--- src/rtl/wb_stage_pkg.sv ---
// Shared constants for the writeback stage: default widths, RISC-V load funct3 encodings
// and the natural-alignment helper used when WB_MISALIGN_CHECK_EN is defined.
package wb_stage_pkg;

  localparam int DEFAULT_XLEN   = 64;
  localparam int DEFAULT_REG_AW = 5;
  localparam int DEFAULT_CNT_W  = 64;

  localparam logic [2:0] LB  = 3'b000;
  localparam logic [2:0] LH  = 3'b001;
  localparam logic [2:0] LW  = 3'b010;
  localparam logic [2:0] LD  = 3'b011;
  localparam logic [2:0] LBU = 3'b100;
  localparam logic [2:0] LHU = 3'b101;
  localparam logic [2:0] LWU = 3'b110;

  // Access size comes from funct3[1:0]; at XLEN=32 a doubleword encoding behaves as a word.
  function automatic logic is_misaligned(input logic [2:0] f3, input logic [2:0] addr_lo,
                                         input int xlen);
    logic mis;
    case (f3[1:0])
      2'b00:   mis = 1'b0;
      2'b01:   mis = addr_lo[0];
      2'b10:   mis = |addr_lo[1:0];
      default: mis = (xlen == 64) ? |addr_lo : |addr_lo[1:0];
    endcase
    return mis;
  endfunction

endpackage

--- src/rtl/wb_load_ext.sv ---
// Combinational load aligner: shifts the raw memory word down to the addressed byte,
// then truncates and sign- or zero-extends according to funct3.
module wb_load_ext
  import wb_stage_pkg::*;
#(
  parameter int XLEN = DEFAULT_XLEN
) (
  input  logic [XLEN-1:0] word,
  input  logic [2:0]      addr_lo,
  input  logic [2:0]      f3,
  output logic [XLEN-1:0] data
);

  logic [2:0]      off;
  logic [XLEN-1:0] shifted;
  logic [XLEN-1:0] word_sext;

  always_comb begin
    off       = (XLEN == 64) ? addr_lo : {1'b0, addr_lo[1:0]};
    shifted   = word >> {off, 3'b000};
    word_sext = XLEN'($signed(shifted[31:0]));
    data      = '0;
    case (f3)
      LB:      data = XLEN'($signed(shifted[7:0]));
      LH:      data = XLEN'($signed(shifted[15:0]));
      LW:      data = word_sext;
      LBU:     data = XLEN'(shifted[7:0]);
      LHU:     data = XLEN'(shifted[15:0]);
      // On a 32-bit core ld, lwu and 111 all collapse to lw.
      LD:      data = (XLEN == 64) ? shifted : word_sext;
      LWU:     data = (XLEN == 64) ? XLEN'(shifted[31:0]) : word_sext;
      default: data = (XLEN == 64) ? '0 : word_sext;
    endcase
  end

endmodule

--- src/rtl/wb_stage.sv ---
// Registered writeback stage: one-entry pipeline register with valid/ready, stall and flush,
// x0 write suppression, forwarding bus and retire counter. Optional: WB_MISALIGN_CHECK_EN.
module wb_stage
  import wb_stage_pkg::*;
#(
  parameter int XLEN   = DEFAULT_XLEN,
  parameter int REG_AW = DEFAULT_REG_AW,
  parameter int CNT_W  = DEFAULT_CNT_W
) (
  input  logic              clk,
  input  logic              rst_n,
  input  logic              valid_i,
  output logic              ready_o,
  input  logic              flush_i,
  input  logic              stall_i,
  input  logic              reg_we_i,
  input  logic [REG_AW-1:0] reg_waddr_i,
  input  logic [XLEN-1:0]   reg_wdata_i,
  input  logic              is_load_i,
  input  logic [2:0]        load_f3_i,
  input  logic [2:0]        addr_lo_i,
  output logic              reg_we_o,
  output logic [REG_AW-1:0] reg_waddr_o,
  output logic [XLEN-1:0]   reg_wdata_o,
  output logic              fwd_valid_o,
  output logic [REG_AW-1:0] fwd_addr_o,
  output logic [XLEN-1:0]   fwd_data_o,
`ifdef WB_MISALIGN_CHECK_EN
  output logic              misalign_o,
`endif
  output logic [CNT_W-1:0]  retire_cnt_o
);

  // Handshake: an instruction transfers on a rising edge when valid_i && ready_o; flush_i
  // cancels only that arriving instruction, never the entry already held here.
  logic              valid_q;
  logic              we_q;
  logic              mis_q;
  logic [REG_AW-1:0] waddr_q;
  logic [XLEN-1:0]   data_q;
  logic [CNT_W-1:0]  cnt_q;

  logic              capture;
  logic              commit;
  logic              live;
  logic              mis_d;
  logic [XLEN-1:0]   ext_data;
  logic [XLEN-1:0]   next_data;

  wb_load_ext #(.XLEN(XLEN)) u_load_ext (
    .word    (reg_wdata_i),
    .addr_lo (addr_lo_i),
    .f3      (load_f3_i),
    .data    (ext_data)
  );

  assign ready_o   = !stall_i;
  assign capture   = valid_i && ready_o && !flush_i;
  assign commit    = valid_q && !stall_i;
  assign next_data = is_load_i ? ext_data : reg_wdata_i;

`ifdef WB_MISALIGN_CHECK_EN
  assign mis_d      = is_load_i && is_misaligned(load_f3_i, addr_lo_i, XLEN);
  assign misalign_o = valid_q && mis_q;
`else
  assign mis_d      = 1'b0;
`endif

  always_ff @(posedge clk or negedge rst_n) begin
    if (!rst_n) begin
      valid_q <= 1'b0;
      we_q    <= 1'b0;
      mis_q   <= 1'b0;
      waddr_q <= '0;
      data_q  <= '0;
      cnt_q   <= '0;
    end else if (!stall_i) begin
      valid_q <= capture;
      if (capture) begin
        we_q    <= reg_we_i;
        mis_q   <= mis_d;
        waddr_q <= reg_waddr_i;
        data_q  <= next_data;
      end
      // A commit happens in the single cycle the entry leaves, so it counts once.
      if (commit && !mis_q) cnt_q <= cnt_q + 1'b1;
    end
  end

  assign live         = valid_q && we_q && (waddr_q != '0) && !mis_q;
  assign reg_we_o     = live && !stall_i;
  assign reg_waddr_o  = waddr_q;
  assign reg_wdata_o  = data_q;
  assign fwd_valid_o  = live;
  assign fwd_addr_o   = waddr_q;
  assign fwd_data_o   = data_q;
  assign retire_cnt_o = cnt_q;

endmodule

--- config.mk ---
export PLATFORM = sky130hd
export DESIGN_NAME = wb_stage
export DESIGN_NICKNAME = d
export VERILOG_FILES = /design/src/rtl/wb_stage_pkg.sv /design/src/rtl/wb_load_ext.sv /design/src/rtl/wb_stage.sv
export SDC_FILE = /design/constraint.sdc
export NUM_CORES = 1
export LEC_CHECK = 0
export ABC_AREA = 1
export BUFFER_PORTS_ARGS = -buffer_cell sky130_fd_sc_hd__buf_2
export CORE_MARGIN = 2
export CORE_UTILIZATION = 48
export CTS_CLUSTER_DIAMETER = 50
export DETAILED_ROUTE_END_ITERATION = 10
export PLACE_DENSITY = 0.82
export SYNTH_ARGS = -nofsm -noshare
export SYNTH_HDL_FRONTEND = slang
export SYNTH_SLANG_ARGS = --single-unit
--- constraint.sdc ---
create_clock -name clk -period 2.52 [get_ports clk]
set_input_delay 0.504 -clock clk [delete_from_list [all_inputs] [get_ports clk]]
set_output_delay 0.504 -clock clk [all_outputs]
set_load 0.02 [all_outputs]
==> impl_metrics.env <==
export IMPL_pwr_share_comb_pct=30.9
export IMPL_synth_cell_types=41
export IMPL_slowest_delay_ns=0.50
export IMPL_synth_edff_count=0
export IMPL_cts_root_buf="clkbuf_16"
export IMPL_postCtsHoldBufs=0
export IMPL_synth_nets=1632
export IMPL_cap_violations=0
export IMPL_post_cts_setup_buffers=0
export IMPL_drtPass1Iterations=6
export IMPL_swShare_pct=40.0
export IMPL_ant_nets=0
export IMPL_layout_min_cycle_time_ns=2.08
export IMPL_relSlewSlack_pct=52.2
export IMPL_ir_drop_v=0.000376
export IMPL_hold_violations=0
export IMPL_cp_end_kind="flop"
export IMPL_synthCells=1549
export IMPL_ctsHtreeMaxLevel=4
export IMPL_antenna_found_initial=2
export IMPL_grt_pass1_vias=10369
export IMPL_status="complete, no violations"
export IMPL_netlist_top_cells_count="445 x nand2_1, 164 x inv_1, 135 x dfrtp_1"
export IMPL_synth_xor_area_share_pct=3.76
export IMPL_synth_top_family_by_area="simple AND/OR/NAND/NOR gates"
export IMPL_drive_gt1_share_pct=23.6
export IMPL_criticalPathCategory="flop to flop"
export IMPL_fp_dieH_um=152
export IMPL_core_mm2=0.0216
export IMPL_synth_area_mm2=0.0105
export IMPL_wire_per_inst_um=17.7
export IMPL_path_clk_slew_ns=0.07
export IMPL_vias=11342
export IMPL_cellPowerDensity_mw_per_mm2=617
export IMPL_die_x_um=152
export IMPL_yosys_area_top_type="dfrtp_1"
export IMPL_p_seq_share_pct=36.7
export IMPL_postPlaceCellArea_mm2=0.0116
export IMPL_synth_warnings=0
export IMPL_crit_slowest_cell="dfrtp_1"
export IMPL_power_leakage_nw=6.44
export IMPL_grt_usage_pct=30.2
export IMPL_period_share_pct=82.7
export IMPL_overflow=0
export IMPL_syn_area_per_cell_um2=6.77
export IMPL_gp_congestion=1.05
export IMPL_rsz0062_at_grt="no"
export IMPL_synth_adder_area_share_pct=0.119
export IMPL_hp_class="input port to asynchronous set/reset pin"
export IMPL_drv_slew=0
export IMPL_cts_resized=0
export IMPL_dieArea_mm2=0.0231
export IMPL_skew_ns=0.0101
export IMPL_setup_violations=0
export IMPL_whs_ns=0.0380
export IMPL_grt_busiest_layer="met2"
export IMPL_grt_pass1_wl_um=55900
export IMPL_hpwl_um=27100
export IMPL_critPathMaxFanout=7
export IMPL_syn_to_final_growth_pct=16.2
export IMPL_ios=287
export IMPL_cts_tree="yes"
export IMPL_p_sw_mw=3.01
export IMPL_port_buffers=286
export IMPL_numCtsBuffers=17
export IMPL_netlist_area_leader_share_pct=32.2
export IMPL_power_total_mw=7.53
export IMPL_synth_area_leaders="dfrtp_1 32%, nand2_1 16%, inv_1 5.9%, buf_4 5.2%, a21oi_1 4.2%"
export IMPL_arrival_ns=2.41
export IMPL_placementRows=54
export IMPL_clock_sinks=135
export IMPL_grt_use_met1_pct=38.6
export IMPL_use_met3_pct=4.76
export IMPL_critPathRequiredTime_ns=2.84
export IMPL_async_flop_share_pct=100
export IMPL_ys_seq_area_share_pct=32.2
export IMPL_synth_top_flop_cell="dfrtp_1"
export IMPL_synth_compound_area_share_pct=15.3
export IMPL_dr_first_iter_drc_count=1117
export IMPL_remaining_drc_errors=0
export IMPL_p_clk_share_pct=32.5
export IMPL_path_cells="ha_1 -> nand3_2 -> nor2_4 -> nand3_2 -> nor2_4 -> nand2_2 -> nor2_4 -> nand3_2 -> xor2_1"
export IMPL_clock_path_buffers=2
export IMPL_met2_usage_pct=50.4
export IMPL_layout_nets=1814
export IMPL_fillers=2125
export IMPL_fmax_ghz=0.480
export IMPL_synth_most_common_cell="nand2_1"
export IMPL_grt_max_degree=71
export IMPL_initial_core_util_pct=48.5
export IMPL_start_kind="flop"
export IMPL_tns_ns=0
export IMPL_synth_simple_area_share_pct=33.0
export IMPL_worstMarginPinSlew_ns=0.712
export IMPL_p_int_mw=4.51
export IMPL_design_area_mm2=0.0122
export IMPL_yosys_register_bits=135
export IMPL_drt_total_wl_um=35900
export IMPL_clk_latency_ns=0.44
export IMPL_synth_area_mux_share_pct=0.644
export IMPL_vias_per_cell=5.60
cells by family (layout without fill, tap and decap cells):
logic type               after synthesis  in the layout
flip-flops                           135            135
multiplexers                           6              6
XOR/XNOR                              45             45
other                                  0              1
AO/OA/AOI/OAI                        273            273
buffers and inverters                322            517
adder cells (fa/ha/maj)                1              1
AND/OR/NAND/NOR                      767            767
metrics by stage:
stage / cells / setup slack (ns) / utilization [%]
finish: 2025 / 0.436 / 56.4
global route: 2025 / 0.276 / 56.4
CTS: 2024 / 0.445 / 56.4
detailed placement: 1992 / 0.300 / 53.8
global placement: 1992 / 0.334 / 53.8
floorplan: 1549 / 0.617 / -
metal layers:
layer / routed length, um / vias to the layer above / part of all wire (%)
li1: - / 5326 / -
met2: 17000 / 675 / 47
met3: 3360 / 117 / 9.4
met5: 13 / - / 0.036
met4: 1620 / 2 / 4.5
met1: 13900 / 5222 / 39
cell type report:
cell class | instances | area, um^2 | area share (%)
antenna | 1 | 2.50 | 0.0205
clock buffer | 17 | 425 | 3.49
clock inverter | 15 | 131 | 1.08
inverter | 172 | 646 | 5.29
multi-input combinational | 1092 | 5530 | 45.4
sequential | 135 | 3380 | 27.7
tap | 280 | 350 | 2.87
timing repair buffer | 313 | 1730 | 14.2
power groups by stage:
stage          clock network, mW  registers (mW)  logic (mW)
2_1_floorplan                  0            3.05        1.39
3_3_place_gp                   0            2.79        2.28
3_5_place_dp                   0            2.79        2.30
4_1_cts                     2.46            2.76        2.31
5_1_grt                     2.56            2.80        2.50
6_report                    2.44            2.76        2.32
worst max-delay path: cells and delay by family (launching register included):
family | cells | cell delay [ns]
flops | 1 | 0.50
simple gates | 7 | 1.01
fa+ha+maj | 1 | 0.28
xor+xnor | 1 | 0.18
worst paths after layout:
check                                 start               end  slack [ns]  cells after the start
setup reg to reg            retire_cnt_o[0]  retire_cnt_o[44]        0.44                      9
hold reg to reg            retire_cnt_o[63]  retire_cnt_o[63]        0.48                      1
hold / removal                        rst_n  retire_cnt_o[13]        0.04                      1
max in group asynchronous             rst_n    fwd_data_o[48]        1.73                      2
setup / recovery            retire_cnt_o[0]  retire_cnt_o[44]        0.44                      9
min in group clk             reg_waddr_i[3]     fwd_addr_o[3]        0.29                      2
state kept, by name, indices dropped and copies added, names as in the netlist:
name / count
fwd_addr_o: 5
retire_cnt_o: 64
we_q: 1
valid_q: 1
fwd_data_o: 64
cell usage in the layout, fill, tap and decap left out, types with 5 or more instances in the layout:
cell type	Yosys	routed
nor2_4	5	5
inv_1	164	164
nand3_1	62	62
inv_6	0	7
buf_4	72	20
clkbuf_16	0	17
nor3_1	27	27
nor2_1	111	111
o21ai_1	7	7
xor2_1	28	28
nor2_2	6	6
dfrtp_1	135	135
mux2_2	6	6
o21ai_0	83	83
nand2_2	12	12
a21oi_1	89	89
inv_2	7	7
buf_2	32	285
o211ai_1	23	23
a22oi_1	16	16
or2_2	9	9
nand2_1	445	445
a21boi_1	43	43
nand3_2	6	6
buf_12	0	7
nand4_1	66	66
xnor2_1	17	17
Note: power is estimated with default switching activity, not from simulation.
